==> config.mk <==
export PLATFORM = sky130hd
export DESIGN_NAME = pattern_scan_engine
export DESIGN_NICKNAME = d
export VERILOG_FILES = /design/src/rtl/pattern_scan_engine.sv
export SDC_FILE = /design/constraint.sdc
export NUM_CORES = 1
export LEC_CHECK = 0
export BUFFER_PORTS_ARGS = -buffer_cell sky130_fd_sc_hd__buf_4
export CAP_MARGIN = 20
export CORE_AREA = 2 2 77 79
export CTS_CLUSTER_DIAMETER = 80
export DETAILED_ROUTE_END_ITERATION = 6
export DIE_AREA = 0 0 79 81
export PLACE_DENSITY = 0.86
export REMOVE_ABC_BUFFERS = 1
export SYNTH_ARGS = -nofsm -noshare
export SYNTH_HDL_FRONTEND = slang
export SYNTH_SLANG_ARGS = --single-unit
==> constraint.sdc <==
create_clock -name CLK -period 6.19 [get_ports CLK]
set_input_delay 0.3095 -clock CLK [delete_from_list [all_inputs] [get_ports CLK]]
set_output_delay 0.3095 -clock CLK [all_outputs]
set_load 0.03 [all_outputs]
==> src/rtl/pattern_scan_engine.sv <==
// pattern_scan_engine: counts 5-bit pattern matches over a 32-byte message in data memory and writes the three counts back; ports CLK/Reset, start/halt handshake, async-read data memory port, pat_in only with PSCAN_PAT_PORT_EN
module pattern_scan_engine #(
  parameter int MSG_BASE  = 0,
  parameter int NUM_BYTES = 32,
  parameter int PAT_ADDR  = 32,
  parameter int RES_ADDR  = 33
) (
  input  logic       CLK,
  input  logic       Reset,
  input  logic       start,
  output logic       halt,
  output logic [7:0] mem_addr,
  input  logic [7:0] mem_rd_data,
  output logic       mem_wr_en,
  output logic [7:0] mem_wr_data
`ifdef PSCAN_PAT_PORT_EN
  ,
  input  logic [4:0] pat_in
`endif
);
  typedef enum logic [2:0] {IDLE, LOAD_PAT, SCAN, WR_CTB, WR_CTO, WR_CTS, DONE} state_t;
  state_t state, state_n;
  logic [4:0] pat;
  logic [7:0] prev, ctb, cto, cts;
  logic [5:0] i;
  logic [3:0] in_hit, x_hit;
  logic [2:0] in_cnt, x_cnt;
  logic go;
  assign go = (state == IDLE || state == DONE) && start;
  always_comb begin
    in_hit = {mem_rd_data[7:3] == pat, mem_rd_data[6:2] == pat, mem_rd_data[5:1] == pat, mem_rd_data[4:0] == pat};
    x_hit = (i == 6'd0) ? 4'd0 :
            {{prev[3:0], mem_rd_data[7]} == pat, {prev[2:0], mem_rd_data[7:6]} == pat,
             {prev[1:0], mem_rd_data[7:5]} == pat, {prev[0], mem_rd_data[7:4]} == pat};
    in_cnt = {2'b0, in_hit[0]} + {2'b0, in_hit[1]} + {2'b0, in_hit[2]} + {2'b0, in_hit[3]};
    x_cnt = {2'b0, x_hit[0]} + {2'b0, x_hit[1]} + {2'b0, x_hit[2]} + {2'b0, x_hit[3]};
  end
  always_comb begin
    state_n = state;
    halt = state == DONE;
    mem_wr_en = state == WR_CTB || state == WR_CTO || state == WR_CTS;
    mem_addr = 8'd0;
    mem_wr_data = 8'd0;
    case (state)
`ifdef PSCAN_PAT_PORT_EN
      IDLE, DONE: state_n = start ? SCAN : state;
`else
      IDLE, DONE: state_n = start ? LOAD_PAT : state;
`endif
      LOAD_PAT: begin
        mem_addr = 8'(PAT_ADDR);
        state_n = SCAN;
      end
      SCAN: begin
        mem_addr = 8'(MSG_BASE) + {2'b0, i};
        state_n = (i == 6'(NUM_BYTES - 1)) ? WR_CTB : SCAN;
      end
      WR_CTB: begin
        mem_addr = 8'(RES_ADDR);
        mem_wr_data = ctb;
        state_n = WR_CTO;
      end
      WR_CTO: begin
        mem_addr = 8'(RES_ADDR + 1);
        mem_wr_data = cto;
        state_n = WR_CTS;
      end
      WR_CTS: begin
        mem_addr = 8'(RES_ADDR + 2);
        mem_wr_data = cts;
        state_n = DONE;
      end
      default: state_n = IDLE;
    endcase
  end
  always_ff @(posedge CLK) begin
    if (Reset) begin
      state <= IDLE;
      pat <= 5'd0;
      prev <= 8'd0;
      ctb <= 8'd0;
      cto <= 8'd0;
      cts <= 8'd0;
      i <= 6'd0;
    end else begin
      state <= state_n;
      if (go) begin
        ctb <= 8'd0;
        cto <= 8'd0;
        cts <= 8'd0;
        i <= 6'd0;
        prev <= 8'd0;
`ifdef PSCAN_PAT_PORT_EN
        pat <= pat_in;
`endif
      end
      if (state == LOAD_PAT) pat <= mem_rd_data[7:3];
      if (state == SCAN) begin
        ctb <= ctb + {5'b0, in_cnt};
        cto <= cto + {7'b0, |in_hit};
        cts <= cts + {5'b0, in_cnt} + {5'b0, x_cnt};
        prev <= mem_rd_data;
        i <= i + 6'd1;
      end
    end
  end
endmodule
==> After elaboration in Yosys (flattened, before gate mapping) <==
Cells that the tools add are included.
{ "totals": {"regBits": 42, "inputBits": 11, "out_inout_bits": 18, "wordCells": 56} }
{ "op_classes": {"n_addsub": 11, "n_eq_ne": 16, "muxes": 13, "n_reduce_logical": 9} }
{ "op_table": {"columns": ["cell", "n"], "rows": [
  ["== test 5 bit", 8],
  ["two-way mux 8 bit", 4],
  ["one-hot mux 6 bit (5 select lines)", 1],
  ["adder 8 x 3 -> 8 bit", 3],
  ["one-hot mux 8 bit (3 select lines)", 1],
  ["one-hot mux 3 bit (6 select lines)", 1],
  ["two-way mux 6 bit", 2],
  ["== test 3 bit (second input constant)", 3],
  ["adder 8 x 1 -> 8 bit", 1],
  ["two-way mux 4 bit", 2],
  ["adder 2 x 1 -> 3 bit", 2],
  ["adder 3 x 1 -> 3 bit", 2],
  ["adder 6 x 1 -> 6 bit (second input constant)", 1],
  ["== test 3 x 2 -> 1 bit (second input constant)", 2],
  ["== test 6 x 5 -> 1 bit (second input constant)", 1],
  ["zero test 6 bit", 1],
  ["adder 1 x 1 -> 2 bit", 2],
  ["OR reduction 4 bit", 1],
  ["== test 3 x 1 -> 1 bit (second input constant)", 1],
  ["zero test 3 bit", 1],
  ["logical OR 1 bit", 3],
  ["two-way mux 3 bit", 1],
  ["!= test 2 bit (second input constant)", 1],
  ["nonzero test 2 bit", 1],
  ["other kinds (3)", 3]
]} }

==> Logic depth before layout (Yosys ltp) <==
{ "depth": {"ltp_word": 7, "mapped_depth": 16, "mapped_depth_nobuf": 15} }

==> Worst setup path before layout <==
No wires, ideal clock.
{ "synth_path": {"path_kind": "register to register", "from": "register pat[1]", "to": "register cts[7]", "setup_time_ns": 0.121, "arrival_ns": 4.072, "required_time_ns": 6.069, "path_slack_ns": 1.997, "path_stages_with_launch": 16, "n_path_buf": 1, "synth_period_minus_slack_ns": 4.193, "path_cell_list": "dfxtp_1 -> clkbuf_1 -> xor2_1 -> nor3_1 -> nand3_1 -> fa_1 -> inv_1 -> ha_1 -> ha_1 -> ha_1 -> ha_1 -> ha_1 -> a211o_1 -> a211o_1 -> nand4_1 -> mux2_2"} }
{ "synth_via": {"elab_chain_cells": 7, "elab_cells_between_ends": 18, "cone_classes": "8 x add/sub; 8 x eq/ne; 2 x mux"} }
{ "synth_rtl": {"columns": ["element", "line", "source"], "rows": [
  ["start, declared", "23", "logic [4:0] pat;"],
  ["start signal, assigned", "97", "if (state == LOAD_PAT) pat <= mem_rd_data[7:3];"],
  ["== test 5 bit, on equally long branches", "31, 34", null],
  ["adder 1 x 1 -> 2 bit / two-way mux 4 bit (equally long branches)", "35, 32", null],
  ["adder 2 x 1 -> 3 bit / adder 1 x 1 -> 2 bit (equally long branches)", "35, 36", null],
  ["adder 3 x 1 -> 3 bit / adder 2 x 1 -> 3 bit (equally long branches)", "35, 36", null],
  ["adder 8 x 3 -> 8 bit / adder 3 x 1 -> 3 bit (equally long branches)", "101, 36", null],
  ["adder 8 x 3 -> 8 bit *", "101", "cts <= cts + {5'b0, in_cnt} + {5'b0, x_cnt};"],
  ["two-way mux 8 bit *", "98", "if (state == SCAN) begin"],
  ["end signal, assigned", "101", null],
  ["end, declared", "24", "logic [7:0] prev, ctb, cto, cts;"]
]} }
Every way passes the cells marked *; elsewhere a longest branch is shown, timed or not.
A chain may end at the register's enable or synchronous reset.

==> Worst setup path after layout <==
Same ends and word-level chain as after synthesis.

==> impl_metrics.toml <==
[clock_network]
postCtsHoldBufs = 0
cts_setup_buffers = 0
clock-sinks = 42
path_clk_slew_ns = 0.09
cts.repair.resized = 0
cts_buffers = 5
clk_latency_ns = 0.30
cts_max_level = 2
clock-root-buffer = "clkbuf_8"
clk_path_buf_depth = 2
cts_tree = "built"

[synthesis]
synth_top_area_share_pct = 26.15
synth_seq_area_share_pct = 26.15
yosys-top-cells-area = "dfxtp_1 26%, ha_1 7.8%, xnor2_1 6.3%, xor2_1 6.3%, nor2_1 4.8%"
synth_seq_cells = 42
synth-edff-count = 0
synth_ff_type = "dfxtp_1"
yosysUniqueCellTypes = 52
synth_top_cell_by_area = "dfxtp_1"
synthCells = 394
syn_area_mm2 = 0.003216
yosys_warnings = 0
synth.avg_cell_area_um2 = 8.161
synthArstFlopShare_pct = 0

[finish]
fillers = 489
area_delta_synth_final_pct = 8.443
final_nets = 433
fin_util_pct = 61.44
antennaDiodeCount = 0
drive_gt1_share_pct = 12.56

[worst_hold_path]
holdPathEnd = "prev[0]"
worstHoldPathType = "input pin to flip-flop"
min_path_cells = 3
holdCritStartpoint = "mem_rd_data[0]"

[die]
core-area_mm2 = 0.005675
die_area_mm2 = 0.006399
fp.dieH_um = 81
fp-row-count = 28
initial_core_util_pct = 56.66
io-pin-count = 29
die_w_um = 79

[worst_setup_path]
r2r_slack_ns = 1.83
cp-end-kind = "flip-flop"
start_kind = "flip-flop"
r2r_cells = 14
critPathArrivalTime_ns = 4.56
cp.required_ns = 6.39
cp_max_fo = 9
reg2reg_to = "cts[7]"
path_class = "flip-flop to flip-flop"
reg2reg_from = "pat[1]"

[sta]
slew_headroom_pct = 47.60
fin_crit_sh_pct = 70.51
tightest_slew_ns = 0.7860
rsz0062_at_grt = "false"
fmax_mhz = 229.1
fin_skew_ns = 0.006066
fin_setup_tns_ns = 0
slew_violations = 0
finalWorstSetupSlack_ns = 1.825
min_period_ns = 4.365
final_hold_viol_count = 0
setup_viol = 0

[detailed_routing]
drt-initial-drc-count = 242
drt-met1-wl_um = 3281
wire_per_inst_um = 15.50
first_pass_iters = 7
wl_met3_um = 407
vias_per_cell = 6.078
highest_layer = "met4"
wl_met2_um = 3418
drt_wl_total_um = 7331
num_vias = 2875
drc = 0
drt.antenna.violating_nets = 0

[placement]
place_ws_ns = 1.848
place.port_buffers = 26
place_hpwl_um = 5178
place_congestion = 0.9483

[global_route]
grt-ovfl-total = 0
grt_pass1_vias = 2543
grt_max_degree = 45
track_usage_pct = 23.85
antenna_found_initial = 0
grt_pass1_wl_um = 12160

[run_status]
status = "completed"

[power]
vdd_drop_max_uv = 155.5
p_leak_uw = 0.001461
power.density_mw_per_mm2 = 207.0
finalPower_uw = 721.7

[job]
cap_violations = 0
cells in the mapped netlist (all sizes together), types with 5 or more instances:
library cell	instances
dfxtp	42
nor2	41
a21oi	23
xnor2	23
xor2	23
clkbuf	21
ha	20
a22oi	19
nand3	19
inv	15
nand2	14
o21ai	12
buf	11
mux2	11
nor3	10
and2	8
or3	7
nor4	6
a211oi	5
fa	5
mux2i	5
nand2b	5
state kept, by name, indices dropped and copies added (netlist names):
name / flops
prev: 4
cto: 8
i: 6
cts: 8
state: 3
pat: 5
ctb: 8
worst max path at each step:
stage                     startpoint      to  slack (ns)  depth (start not counted)
after floorplan               pat[1]  cts[7]        2.13                         14
after global placement        pat[1]  cts[7]        1.99                         14
after detailed placement      pat[1]  cts[7]        1.85                         14
after CTS                     pat[1]  cts[7]        1.83                         14
after global routing          pat[1]  cts[5]        1.59                         14
final                         pat[1]  cts[7]        1.83                         14
report_power, final:
part	switching (uW)	internal [uW]
clock network	102	120
registers	32.8	280
logic	112	75.0
stage by stage:
| stage | hold slack (ns) | area (um^2) | instances |
|---|---|---|---|
| after floorplan | 0.3786 | 3080 | 363 |
| after global placement | 0.4655 | 3377 | 465 |
| after detailed placement | 0.4768 | 3377 | 465 |
| after CTS | 0.2887 | 3487 | 473 |
| after global routing | 0.3186 | 3487 | 473 |
| final | 0.2926 | 3487 | 473 |
placed cells by master (no fill, tap or decap), types with 14 or more instances in the layout:
| cell type | Yosys | routed |
|---|---|---|
| nand3_1 | 19 | 19 |
| a21oi_1 | 23 | 23 |
| xor2_1 | 23 | 23 |
| xnor2_1 | 23 | 23 |
| a22oi_1 | 19 | 19 |
| buf_4 | 2 | 27 |
| dfxtp_1 | 42 | 42 |
| nand2_1 | 14 | 14 |
| nor2_1 | 41 | 41 |
| inv_1 | 15 | 15 |
| ha_1 | 20 | 20 |
cell families (layout without fill, tap and decap cells):
logic type / count (synthesis) / in the layout / share of synthesized area, %
simple gates: 132 / 132 / 20.82
other cells: 1 / 2 / 0.1166
fa+ha+maj: 25 / 25 / 10.90
mux: 16 / 16 / 5.409
xor+xnor: 46 / 46 / 12.53
buf+inv: 47 / 50 / 6.070
compound gates: 85 / 85 / 18.02
flops: 42 / 42 / 26.15
layout make-up:
type | instances | area [um^2] | share of cell area, %
clock buffer | 6 | 72.57 | 2.081
inverter | 15 | 56.30 | 1.615
sequential | 42 | 840.8 | 24.11
tap | 75 | 93.84 | 2.691
timing repair buffer | 27 | 202.7 | 5.813
clock inverter | 2 | 37.54 | 1.076
multi-input combinational | 306 | 2183 | 62.61
metal layers:
layer | track usage [%] | vias to the layer above
met2 | 38.31 | 115
met4 | 9.138 | 0
met1 | 31.98 | 1342
met3 | 4.444 | 27
met5 | 0 | -
li1 | - | 1391
critical path, cell delays in order (launching register included):
cell and delay (ns):
dfxtp_1 0.59, xor2_1 0.12, nor3_1 0.20, nand3_1 0.16, fa_1 0.55, inv_1 0.04
ha_1 0.20, ha_1 0.33, ha_1 0.30, ha_1 0.35, ha_1 0.34, a211o_1 0.30
a211o_1 0.31, nand4_1 0.12, mux2_2 0.34
No activity file was read; power rests on OpenSTA's default activity.
